[config.mk]
export PLATFORM = sky130hd
export DESIGN_NAME = pc_fetch_unit_flat
export DESIGN_NICKNAME = d
export VERILOG_FILES = /design/src/rtl/rv_core_pkg.sv /design/src/rtl/pc_fetch_unit_if.sv /design/src/rtl/if_out_reg.sv /design/src/rtl/pc_fetch_unit.sv /design/src/flat_wrapper.sv
export SDC_FILE = /design/constraint.sdc
export NUM_CORES = 1
export LEC_CHECK = 0
export BUFFER_PORTS_ARGS = -buffer_cell sky130_fd_sc_hd__buf_2
export CAP_MARGIN = 0
export CORE_UTILIZATION = 46
export CTS_CLUSTER_DIAMETER = 60
export CTS_CLUSTER_SIZE = 24
export DETAILED_ROUTE_END_ITERATION = 8
export GPL_ROUTABILITY_DRIVEN = 0
export PLACE_DENSITY = 0.76
export REMOVE_ABC_BUFFERS = 1
export SLEW_MARGIN = 20
export SYNTH_ARGS = -nofsm -noshare
export SYNTH_HDL_FRONTEND = slang
export SYNTH_SLANG_ARGS = --single-unit
[constraint.sdc]
create_clock -name clk_i -period 1.7 [get_ports clk_i]
set_input_delay 0.17 -clock clk_i [delete_from_list [all_inputs] [get_ports clk_i]]
set_output_delay 0.17 -clock clk_i [all_outputs]
set_load 0.005 [all_outputs]
[src/rtl/rv_core_pkg.sv]
// Shared RV32I core definitions: opcodes, NOP encoding, fetch FSM states and fetch-entry layout.
// Pure declarations; no timing or flow-control behaviour of its own.
package rv_core_pkg;

  localparam logic [6:0]  OPC_BRANCH = 7'b1100011;
  localparam logic [6:0]  OPC_JAL    = 7'b1101111;
  localparam logic [6:0]  OPC_JALR   = 7'b1100111;
  localparam logic [31:0] INSTR_NOP  = 32'h0000_0013;
  localparam logic [31:0] PC_STEP    = 32'd4;

  typedef enum logic [1:0] {
    FS_BOOT = 2'd0,
    FS_REQ  = 2'd1,
    FS_WAIT = 2'd2
  } fetch_state_e;

  typedef struct packed {
    logic [31:0] instr;
    logic [31:0] pc;
  } fetch_ent_t;

  function automatic logic [31:0] align_word(input logic [31:0] addr);
    return addr & ~32'h3;
  endfunction

endpackage

[src/rtl/pc_fetch_unit_if.sv]
// Fetch-stage bus bundle: instruction-memory req/gnt/rvalid channel plus the valid/ready link to decode.
// Master is the fetch unit; slave is the memory/decode side.
interface pc_fetch_unit_if;
  logic        imem_req;
  logic [31:0] imem_addr;
  logic        imem_gnt;
  logic        imem_rvalid;
  logic [31:0] imem_rdata;
  logic        if_valid;
  logic [31:0] if_instr;
  logic [31:0] if_pc;
  logic        id_ready;

  modport master (
    output imem_req, imem_addr,
    input  imem_gnt, imem_rvalid, imem_rdata,
    output if_valid, if_instr, if_pc,
    input  id_ready
  );

  modport slave (
    input  imem_req, imem_addr,
    output imem_gnt, imem_rvalid, imem_rdata,
    input  if_valid, if_instr, if_pc,
    output id_ready
  );
endinterface

[src/rtl/if_out_reg.sv]
// One-entry fetch output register (valid/instr/pc); load lands next cycle.
// Holds while valid & ~accept; clear beats load, load beats accept.
module if_out_reg
  import rv_core_pkg::*;
(
  input  logic        clk_i,
  input  logic        rst_ni,
  input  logic        load_i,
  input  logic [31:0] load_instr_i,
  input  logic [31:0] load_pc_i,
  input  logic        accept_i,
  input  logic        clear_i,
  output logic        valid_o,
  output logic [31:0] instr_o,
  output logic [31:0] pc_o
);

  logic       valid_q, valid_d;
  fetch_ent_t ent_q, ent_d;

  always_comb begin
    valid_d = valid_q;
    ent_d   = ent_q;
    if (load_i) begin
      ent_d.instr = load_instr_i;
      ent_d.pc    = load_pc_i;
    end
    if (clear_i) begin
      valid_d = 1'b0;
    end else if (load_i) begin
      valid_d = 1'b1;
    end else if (accept_i) begin
      valid_d = 1'b0;
    end
  end

  always_ff @(posedge clk_i or negedge rst_ni) begin
    if (!rst_ni) begin
      valid_q     <= 1'b0;
      ent_q.instr <= INSTR_NOP;
      ent_q.pc    <= 32'h0;
    end else begin
      valid_q <= valid_d;
      ent_q   <= ent_d;
    end
  end

  assign valid_o = valid_q;
  assign instr_o = ent_q.instr;
  assign pc_o    = ent_q.pc;

endmodule

[src/rtl/pc_fetch_unit.sv]
// RV32I fetch stage: owns the PC, one outstanding imem request, redirect/kill of wrong-path fetches.
// Zero-wait memory gives 2-cycle req-to-valid, 1 instr / 2 cycles; no request while output is held by decode.
module pc_fetch_unit
  import rv_core_pkg::*;
#(
  parameter logic [31:0] RESET_PC = 32'h0000_0000
) (
  input  logic                   clk_i,
  input  logic                   rst_ni,
  input  logic                   ex_valid_i,
  input  logic                   branch_condition_i,
  input  logic [31:0]            branch_target_i,
  output logic                   flush_o,
  pc_fetch_unit_if.master        fetch
);

  fetch_state_e state_q, state_d;
  logic [31:0]  pc_q, pc_d;
  logic [31:0]  req_pc_q, req_pc_d;
  logic         kill_q, kill_d;

  logic redir;
  logic grant;
  logic rsp;
  logic load;
  logic out_valid;

  assign redir   = ex_valid_i & branch_condition_i;
  assign flush_o = redir;

  // Issuing only when the output slot is free (or draining this cycle) guarantees room for the response.
  assign fetch.imem_req  = (state_q == FS_REQ) & (~out_valid | fetch.id_ready) & ~redir;
  assign fetch.imem_addr = pc_q;
  assign grant           = fetch.imem_req & fetch.imem_gnt;
  assign rsp             = (state_q == FS_WAIT) & fetch.imem_rvalid;
  assign load            = rsp & ~kill_q & ~redir;

  always_comb begin
    state_d  = state_q;
    pc_d     = pc_q;
    req_pc_d = req_pc_q;
    kill_d   = kill_q;
    case (state_q)
      FS_BOOT: state_d = FS_REQ;
      FS_REQ: begin
        if (grant) begin
          req_pc_d = pc_q;
          pc_d     = pc_q + PC_STEP;
          state_d  = FS_WAIT;
        end
      end
      FS_WAIT: begin
        if (fetch.imem_rvalid) begin
          kill_d  = 1'b0;
          state_d = FS_REQ;
        end
      end
      default: state_d = FS_BOOT;
    endcase

    // A redirect with the old-path response still in flight must discard exactly that response.
    if (redir) begin
      pc_d = align_word(branch_target_i);
      if ((state_q == FS_WAIT) && !fetch.imem_rvalid) begin
        kill_d = 1'b1;
      end
    end
  end

  always_ff @(posedge clk_i or negedge rst_ni) begin
    if (!rst_ni) begin
      state_q  <= FS_BOOT;
      pc_q     <= RESET_PC;
      req_pc_q <= 32'h0;
      kill_q   <= 1'b0;
    end else begin
      state_q  <= state_d;
      pc_q     <= pc_d;
      req_pc_q <= req_pc_d;
      kill_q   <= kill_d;
    end
  end

  if_out_reg u_out_reg (
    .clk_i        (clk_i),
    .rst_ni       (rst_ni),
    .load_i       (load),
    .load_instr_i (fetch.imem_rdata),
    .load_pc_i    (req_pc_q),
    .accept_i     (fetch.id_ready),
    .clear_i      (redir),
    .valid_o      (out_valid),
    .instr_o      (fetch.if_instr),
    .pc_o         (fetch.if_pc)
  );

  assign fetch.if_valid = out_valid;

endmodule

[src/flat_wrapper.sv]
// flat-port wrapper written by rule: the top's interface ports become plain ports
module pc_fetch_unit_flat import rv_core_pkg::*;
#(
  parameter logic [31:0] RESET_PC = 32'h0000_0000
)
  (clk_i, rst_ni, ex_valid_i, branch_condition_i, branch_target_i, flush_o, fetch_imem_req, fetch_imem_addr, fetch_imem_gnt, fetch_imem_rvalid, fetch_imem_rdata, fetch_if_valid, fetch_if_instr, fetch_if_pc, fetch_id_ready);
  pc_fetch_unit_if fetch_i ();
  input  logic clk_i;
  input  logic rst_ni;
  input  logic ex_valid_i;
  input  logic branch_condition_i;
  input  logic [31:0] branch_target_i;
  output logic flush_o;
  output wire logic [$bits(fetch_i.imem_req)-1:0] fetch_imem_req;
  output wire logic [$bits(fetch_i.imem_addr)-1:0] fetch_imem_addr;
  input wire logic [$bits(fetch_i.imem_gnt)-1:0] fetch_imem_gnt;
  input wire logic [$bits(fetch_i.imem_rvalid)-1:0] fetch_imem_rvalid;
  input wire logic [$bits(fetch_i.imem_rdata)-1:0] fetch_imem_rdata;
  output wire logic [$bits(fetch_i.if_valid)-1:0] fetch_if_valid;
  output wire logic [$bits(fetch_i.if_instr)-1:0] fetch_if_instr;
  output wire logic [$bits(fetch_i.if_pc)-1:0] fetch_if_pc;
  input wire logic [$bits(fetch_i.id_ready)-1:0] fetch_id_ready;
  assign fetch_imem_req = fetch_i.imem_req;
  assign fetch_imem_addr = fetch_i.imem_addr;
  assign fetch_i.imem_gnt = fetch_imem_gnt;
  assign fetch_i.imem_rvalid = fetch_imem_rvalid;
  assign fetch_i.imem_rdata = fetch_imem_rdata;
  assign fetch_if_valid = fetch_i.if_valid;
  assign fetch_if_instr = fetch_i.if_instr;
  assign fetch_if_pc = fetch_i.if_pc;
  assign fetch_i.id_ready = fetch_id_ready;
  pc_fetch_unit #(.RESET_PC(RESET_PC)) u_core (.clk_i(clk_i), .rst_ni(rst_ni), .ex_valid_i(ex_valid_i), .branch_condition_i(branch_condition_i), .branch_target_i(branch_target_i), .flush_o(flush_o), .fetch(fetch_i));
endmodule
After elaboration in Yosys (flattened, before gate mapping)
Cells that the tools add are included.
{"block": "word_totals", "register_bits": 132, "elab_cells": 45}
{"block": "classes", "n_addsub": 1, "eq_ne": 4, "n_mux": 13, "bitwise_logic": 11, "n_reduce_logical": 9}
{"operator": "$mux W32", "n": 3}
{"operator": "$add A32 B3 Y32 const B", "n": 1}
{"operator": "$and A1 B1 Y1", "n": 7}
{"operator": "$mux W1", "n": 7}
{"operator": "$pmux W2 S3", "n": 1}
{"operator": "$reduce_and A2 Y1", "n": 3}
{"operator": "$mux W2", "n": 2}
{"operator": "$reduce_bool A2 Y1", "n": 2}
{"operator": "$not A1 Y1", "n": 3}
{"operator": "$reduce_bool A3 Y1", "n": 1}
{"operator": "$eq A2 B1 Y1 const B", "n": 1}
{"operator": "$eq A2 B2 Y1 const B", "n": 1}
{"operator": "$logic_not A2 Y1", "n": 1}
{"operator": "$ne A2 B1 Y1 const B", "n": 1}
{"operator": "$ne A2 B2 Y1 const B", "n": 1}
{"operator": "$logic_and A1 B1 Y1", "n": 1}
{"operator": "$logic_not A1 Y1", "n": 1}
{"operator": "$or A1 B1 Y1", "n": 1}

Logic depth before layout (Yosys ltp)
Gate-level depths: netlist (run 1).
{"block": "logic_depth", "word_depth": 8, "ltp_mapped": 8, "mapped_depth_nobuf": 6}

Hierarchy
A second synthesis (run 1) with hierarchy kept.
{"block": "hier_totals", "hier_cells": 480, "hier_area_um2": 5644.2}
{"mod": "pc_fetch_unit", "n_inst": 1, "cells_each": 341, "area_per_inst_um2": 3021.6}
{"mod": "if_out_reg", "n_inst": 1, "cells_each": 139, "area_per_inst_um2": 2622.5}

Worst setup path before layout (run 1)
No wires, ideal clock.
{"block": "synth_timing", "kind": "register -> register", "start": "register u_core.pc_q[2] (netlist: u_core.fetch.imem_addr[2])", "end": "register u_core.pc_q[30] (netlist: u_core.fetch.imem_addr[30])", "arrival_time_ps": 1804, "required_time_ps": 1618, "path_slack_ps": -186, "path_stages_with_launch": 7, "path_cell_list": "dfrtp_1 -> ha_1 -> nand3_1 -> or3_1 -> or3_1 -> or3_1 -> a31oi_1"}
{"block": "synth_between", "elab_chain_cells": 4}
{"item": "from (decl)", "line_no": "pc_fetch_unit.sv:18", "text": "logic [31:0] pc_q, pc_d;"}
{"item": "from (signal assigned)", "line_no": "pc_fetch_unit.sv:78", "text": "pc_q <= pc_d;"}
{"item": "$add A32 B3 Y32", "line_no": "pc_fetch_unit.sv:48", "text": "pc_d = pc_q + PC_STEP;"}
{"item": "$mux W32", "line_no": "pc_fetch_unit.sv:46", "text": "if (grant) begin"}
{"item": "$mux W32", "line_no": "pc_fetch_unit.sv:43", "text": "case (state_q)"}
{"item": "$mux W32", "line_no": "pc_fetch_unit.sv:62", "text": "if (redir) begin"}
Every way passes these cells. The select of a mux whose other input is x is not followed.
A chain may end at the register's enable or synchronous reset.

Worst setup path in the final report (run 1)
Same ends and word-level chain as after synthesis.

==> run metrics, run 1 <==
Leak 4.02 nW; share of cells above drive strength 1 0.523; H-tree depth 4; top area cells in the synthesized netlist dfrtp_1, mux2_2, xnor2_1, nand2_1, o21ai_0; M2 GR Usage 0.417; setup ws final -145 ps; Tot Pwr 12.1 mW; min cycle time layout 1840 ps; filler instances 756; met3 usage 0.0669; initial antenna violation count 1; final WL 13,500 um; Pwr Density 1500 nW/um^2; Final #Nets 772; r2r setup slk -140 ps; fin. max-slew vios 0; largest net degree at the start of global routing 50; # port buffers 163; fmax 542 MHz; core area 11,000 um^2; # IOs 170; Worst Min Path Start branch_target_i[29]; clk slew on worst S/H paths 50 ps; first-pass GRT wire length 21,400 um; skew final 4.77 ps; worst hold stages 3; R2R Path End u_core.fetch.imem_addr[30]; endpoints failing hold 0; First DRT Iteration DRCs 158; vias in the first global route 4,439; synthesis warning total 0; crit start category register; CP Class reg -> reg; worst hold path type in -> reg; clk_lat worst skew 410 ps; initial core utilization 0.479; HPWL after detailed placement 8790 um; DIE AREA 11,900 um^2; Avg Inst Size Synth 12.5 um^2; number of nets with antenna violations after routing 0; TritonCTS Buffers 17; Synth Register Bits 126; Critical Path AT 2180 ps; Root Buffer clkbuf_16; Syn Inst Count 424; busiest grt layer met2; DRT Pass-1 Iters 4; crit path max fanout 2; FF-to-FF path depth 6; FF/Latch Area 3160 um^2; Core Rows 38; sequential area share after synthesis 0.597; failing checks negative setup slack; CTS tree done; pre-CTS WS -145 ps; Overall Global Routing Usage 0.240; final setup fails 11; Clock Path Buffers 2; Worst Path Required 2030 ps; setup tns final -912 ps; max-capacitance violation count 0; hold path endpoint u_core.fetch.imem_addr[29]; clock sink total 126; Remaining Overflow, GRT 0; area leader, netlist dfrtp_1; RSZ-0062 raised after global routing yes; outcome finished with violations; synthesized area 5290 um^2; Area growth syn-to-layout 53.1%; Core Util, Final 0.734; area share of the largest cell type after synthesis 0.582; Max VDD drop 0.945 mV; Worst R2R Start u_core.fetch.imem_addr[2]; Crit. End Element register; multi-input logic area 2210 um^2; final cell count without fillers 854; crit share post-route 1.09; Netlist cell types 32; via count 4,327; Inst Count DP 762; Die X 109 um; vias per inst 5.07; wire per inst 15.8 um; drc violations 0; Die Y 109 um; met1 Usage GRT 0.283
==> kinds of logic after synthesis <==
| family | after synthesis | share of synthesized area |
|---|---|---|
| flops | 126 | 0.597 |
| simple gates | 114 | 0.106 |
| mux | 90 | 0.191 |
| compound gates | 41 | 0.0414 |
| buf+inv | 29 | 0.0246 |
| xor+xnor | 22 | 0.0364 |
| fa+ha+maj | 1 | 0.00237 |
| other cells | 1 | 0.000709 |
==> layer usage <==
| metal | routed length [um] | up-vias |
|---|---|---|
| met1 | 5640 | 2145 |
| li1 | - | 2031 |
| met2 | 6930 | 133 |
| met3 | 695 | 18 |
| met4 | 184 | 0 |
| met5 | 0 | - |
==> registers in the layout, summed over array words and instances, names as in the netlist <==
register	cells
u_core.u_out_reg.pc_o	30
u_core.fetch.imem_addr	30
u_core.kill_q	1
u_core.u_out_reg.instr_o	32
u_core.req_pc_q	30
u_core.state_q	2
u_core.u_out_reg.valid_o	1
==> per-stage QoR <==
stage          hold slack, ps  cell area [um^2]
2_1_floorplan            -126              5190
3_3_place_gp             88.2              6660
3_5_place_dp             93.5              6660
4_1_cts                  1.08              7980
5_1_grt                 0.651              8100
6_report                 11.7              8100
==> cells in the final DEF (no fill, tap or decap), drive strengths merged, types with 6 or more instances in the layout <==
cell / n
and3: 7
buf: 226
bufinv: 6
clkbuf: 19
clkinv: 6
dfrtp: 123
dlygate4sd3: 52
mux2: 89
nand2: 46
nand3: 11
nand4: 7
nor2: 10
nor3: 9
nor4: 6
o21ai: 29
or3: 8
xnor2: 20
==> cell usage after synthesis <==
library cell,instances
mux2_2,89
xor2_1,2
buf_1,3
nor3_1,9
ha_1,1
o21ai_0,29
and3_1,7
xnor2_1,20
nor2b_1,2
nor2_1,10
mux2i_1,1
dfstp_2,3
nand3_1,11
inv_1,5
nand2_1,46
nand2b_1,2
clkbuf_1,14
o211ai_1,4
nand4_1,7
or2_1,1
buf_4,5
and4_1,2
dfrtp_1,123
or3_1,8
nor4_1,6
a31oi_1,3
a21oi_1,5
conb_1,1
or4_4,1
nor2b_2,1
and2_1,1
buf_2,2
==> where the power goes <==
group          internal, mW  switching (mW)
clock                  2.77            1.28
sequential             4.17           0.584
combinational          1.97            1.35
==> worst max-delay path: stages, from the launching register on <==
cell	delay (ps)
dfrtp_1	370
ha_2	200
nand3_2	90
or3_4	360
or3_1	320
or3_1	310
a31oi_1	130
==> what timing repair did <==
item	4_1_cts	5_1_grt
setup buffers	3	4
cloned	0	0
gates resized for setup	20	26
pin swaps	8	17
hold buffers	52	0
endpoints found under the setup margin	16	22
hold endpoints to repair	88	0
==> worst max path at each step <==
stage,from,endpoint,depth (start not counted)
floorplan,ex_valid_i,u_core.u_out_reg.instr_o[10],5
global placement,u_core.fetch.imem_addr[2],u_core.fetch.imem_addr[30],6
detailed placement,u_core.fetch.imem_addr[2],u_core.fetch.imem_addr[24],7
CTS,u_core.fetch.imem_addr[3],u_core.fetch.imem_addr[30],6
global route,u_core.fetch.imem_addr[2],u_core.fetch.imem_addr[25],6
finish,u_core.fetch.imem_addr[2],u_core.fetch.imem_addr[30],6
==> cell type report <==
type,instances,area share
inverters,5,0.00232
multi-input cells,272,0.272
repair buffers,278,0.232
diodes,1,0.000309
flip-flops and latches,126,0.390
clock inverters,13,0.0269
well taps,140,0.0216
clock buffers,19,0.0547
Note: power is estimated with default switching activity, not from simulation.
==> inputs of run 2 (changes only) <==
CELL_PAD_IN_SITES_DETAIL_PLACEMENT = 2   (was unset)
CELL_PAD_IN_SITES_GLOBAL_PLACEMENT = 2   (was unset)
CORE_UTILIZATION = 29   (was 46)
PLACE_DENSITY = unset   (was 0.76)
PLACE_DENSITY_LB_ADDON = 0.1   (was unset)
==> run metrics, run 2 (same netlist as run 1, synthesis figures left out) <==
multi-input logic area 2210 um^2 (unchanged); min cycle time layout 1890 ps (+42.9 ps); pre-CTS WS -309 ps (-163 ps); # IOs 170 (unchanged); CP Class reg -> reg; final setup fails 19 (+8); skew final 7.05 ps (+2.28 ps); max reg flops 32 (unchanged); failing checks negative setup slack; commonest non-fill, non-tap cells in the layout buf_2, dfrtp_1, mux2_2, dlygate4sd3_1, buf_4; First DRT Iteration DRCs 69 (-56%); drc violations 0 (unchanged); Critical Path AT 2220 ps (+40 ps); Leak 3.95 nW (-1.7%); Max VDD drop 0.812 mV (-14%); clock sink total 126 (unchanged); CTS tree done; Post-DP Area 6820 um^2 (+2.5%); via count 4,376 (+1.1%); FF/Latch Area 3160 um^2 (unchanged); Die X 137 um (+25%); Core Rows 49 (+29%); TritonCTS Buffers 17 (unchanged); number of nets with antenna violations after routing 0 (unchanged); Tot Pwr 11.5 mW (-5.0%); Worst Min Path Start branch_target_i[27]; Core Util, Final 0.455 (-0.279); filler instances 1,860 (+150%); RSZ-0062 raised after global routing yes; commonest non-fill, non-tap cell in the layout buf_2; max-capacitance violation count 0 (unchanged); Min Hold Slack 8.94 ps (-2.73 ps); design area 8150 um^2 (+0.63%); final WL 16,500 um (+23%); clk_lat worst skew 410 ps (about the same); crit start category register; core area 17,900 um^2 (+62%); endpoints failing hold 0 (unchanged); Pwr Density 1410 nW/um^2 (-5.6%); DRT Pass-1 Iters 4 (unchanged); outcome finished with violations; initial antenna violation count 1 (unchanged); largest net degree at the start of global routing 53 (+6.0%); Overall Global Routing Usage 0.190 (-0.0501); setup ws final -188 ps (-42.9 ps); worst hold stages 3 (unchanged); share of cells above drive strength 1 0.522 (-0.00158); fmax 530 MHz (-2.3%); first-pass GRT wire length 26,500 um (+24%); Worst R2R Start u_core.fetch.imem_addr[3]; Crit. End Element register; Root Buffer clkbuf_16; relative slew slack 0.655; Remaining Overflow, GRT 0 (unchanged); Slew @ Worst Pin 517 ps; initial core utilization 0.295 (-0.184); crit path max fanout 2 (unchanged); CP startpoint u_core.fetch.imem_addr[3]; DIE AREA 18,800 um^2 (+57%); Worst Path Required 2030 ps (about the same); HPWL after detailed placement 11,300 um (+29%); Inst Count DP 857 (+12%); vias per inst 4.61 (-9.0%); final cell count without fillers 949 (+11%); Clock Path Buffers 2 (unchanged); vias in the first global route 4,957 (+12%); Final #Nets 779 (+0.91%); r2r setup slk -190 ps (-40 ps); H-tree depth 4 (unchanged); Area growth syn-to-layout 54.1%; clk slew on worst S/H paths 60 ps (about the same); worst hold path type in -> reg; setup tns final -956 ps (-44.3 ps); FF-to-FF path depth 6 (unchanged); fin. max-slew vios 0 (unchanged); crit share post-route 1.11 (+0.0252); Die Y 137 um (+25%); # port buffers 163 (unchanged); wire per inst 17.4 um (+11%)
-- run 2: cell types whose count changed in the layout (fill, tap and decap cells not counted), sizes merged --
cell	previous run	this run
buf	226	229
bufinv	6	1
clkbuf	19	24
clkinv	6	4
clkinvlp	1	2
dlygate4sd3	52	56
-- run 2: worst paths after layout --
| check | end |
|---|---|
| worst max-delay path | u_core.fetch.imem_addr[30] |
| worst min-delay path | u_core.fetch.imem_addr[27] |
| worst max register to register | u_core.fetch.imem_addr[30] |
| worst min register to register | u_core.req_pc_q[9] |
| max in group asynchronous | u_core.u_out_reg.pc_o[15] |
| min in group asynchronous | u_core.u_out_reg.instr_o[22] |
-- run 2: cell type report --
cell class | count | share of cell area
Tap cell | 229 | 0.0352
Clock inverter | 7 | 0.00799
Sequential cell | 126 | 0.387
Timing Repair Buffer | 285 | 0.239
Multi-Input combinational cell | 272 | 0.271
Antenna cell | 1 | 0.000307
Clock buffer | 24 | 0.0567
Inverter | 5 | 0.00230
-- run 2: what timing repair did --
action | CTS | global route
hold buffers | 56 | 0
endpoints found under the setup margin | 18 | 36
endpoints found under the hold margin | 101 | 0
gates resized for setup | 24 | 17
buffers inserted | 2 | 3
pin swaps | 13 | 10
-- run 2: report_power, final --
part	switching [mW]	internal [mW]	leakage [nW]
sequential	0.599	4.17	1.56
clock	1.29	2.03	0.254
combinational	1.42	2.02	2.14
-- run 2: worst max-delay path, cell delays in order, from the launching register on --
cell and delay (ps):
dfrtp_1 370, ha_2 200, nand3_2 80, or3_4 350, or3_4 340, or3_1 310
a31oi_1 160
-- run 2: routing by layer --
| layer | track usage | vias to the layer above | share of wire |
|---|---|---|---|
| li1 | - | 2048 | - |
| met5 | 0 | - | 0 |
| met4 | 0.0604 | 0 | 0.013 |
| met1 | 0.219 | 2212 | 0.42 |
| met2 | 0.342 | 101 | 0.53 |
| met3 | 0.0448 | 15 | 0.041 |
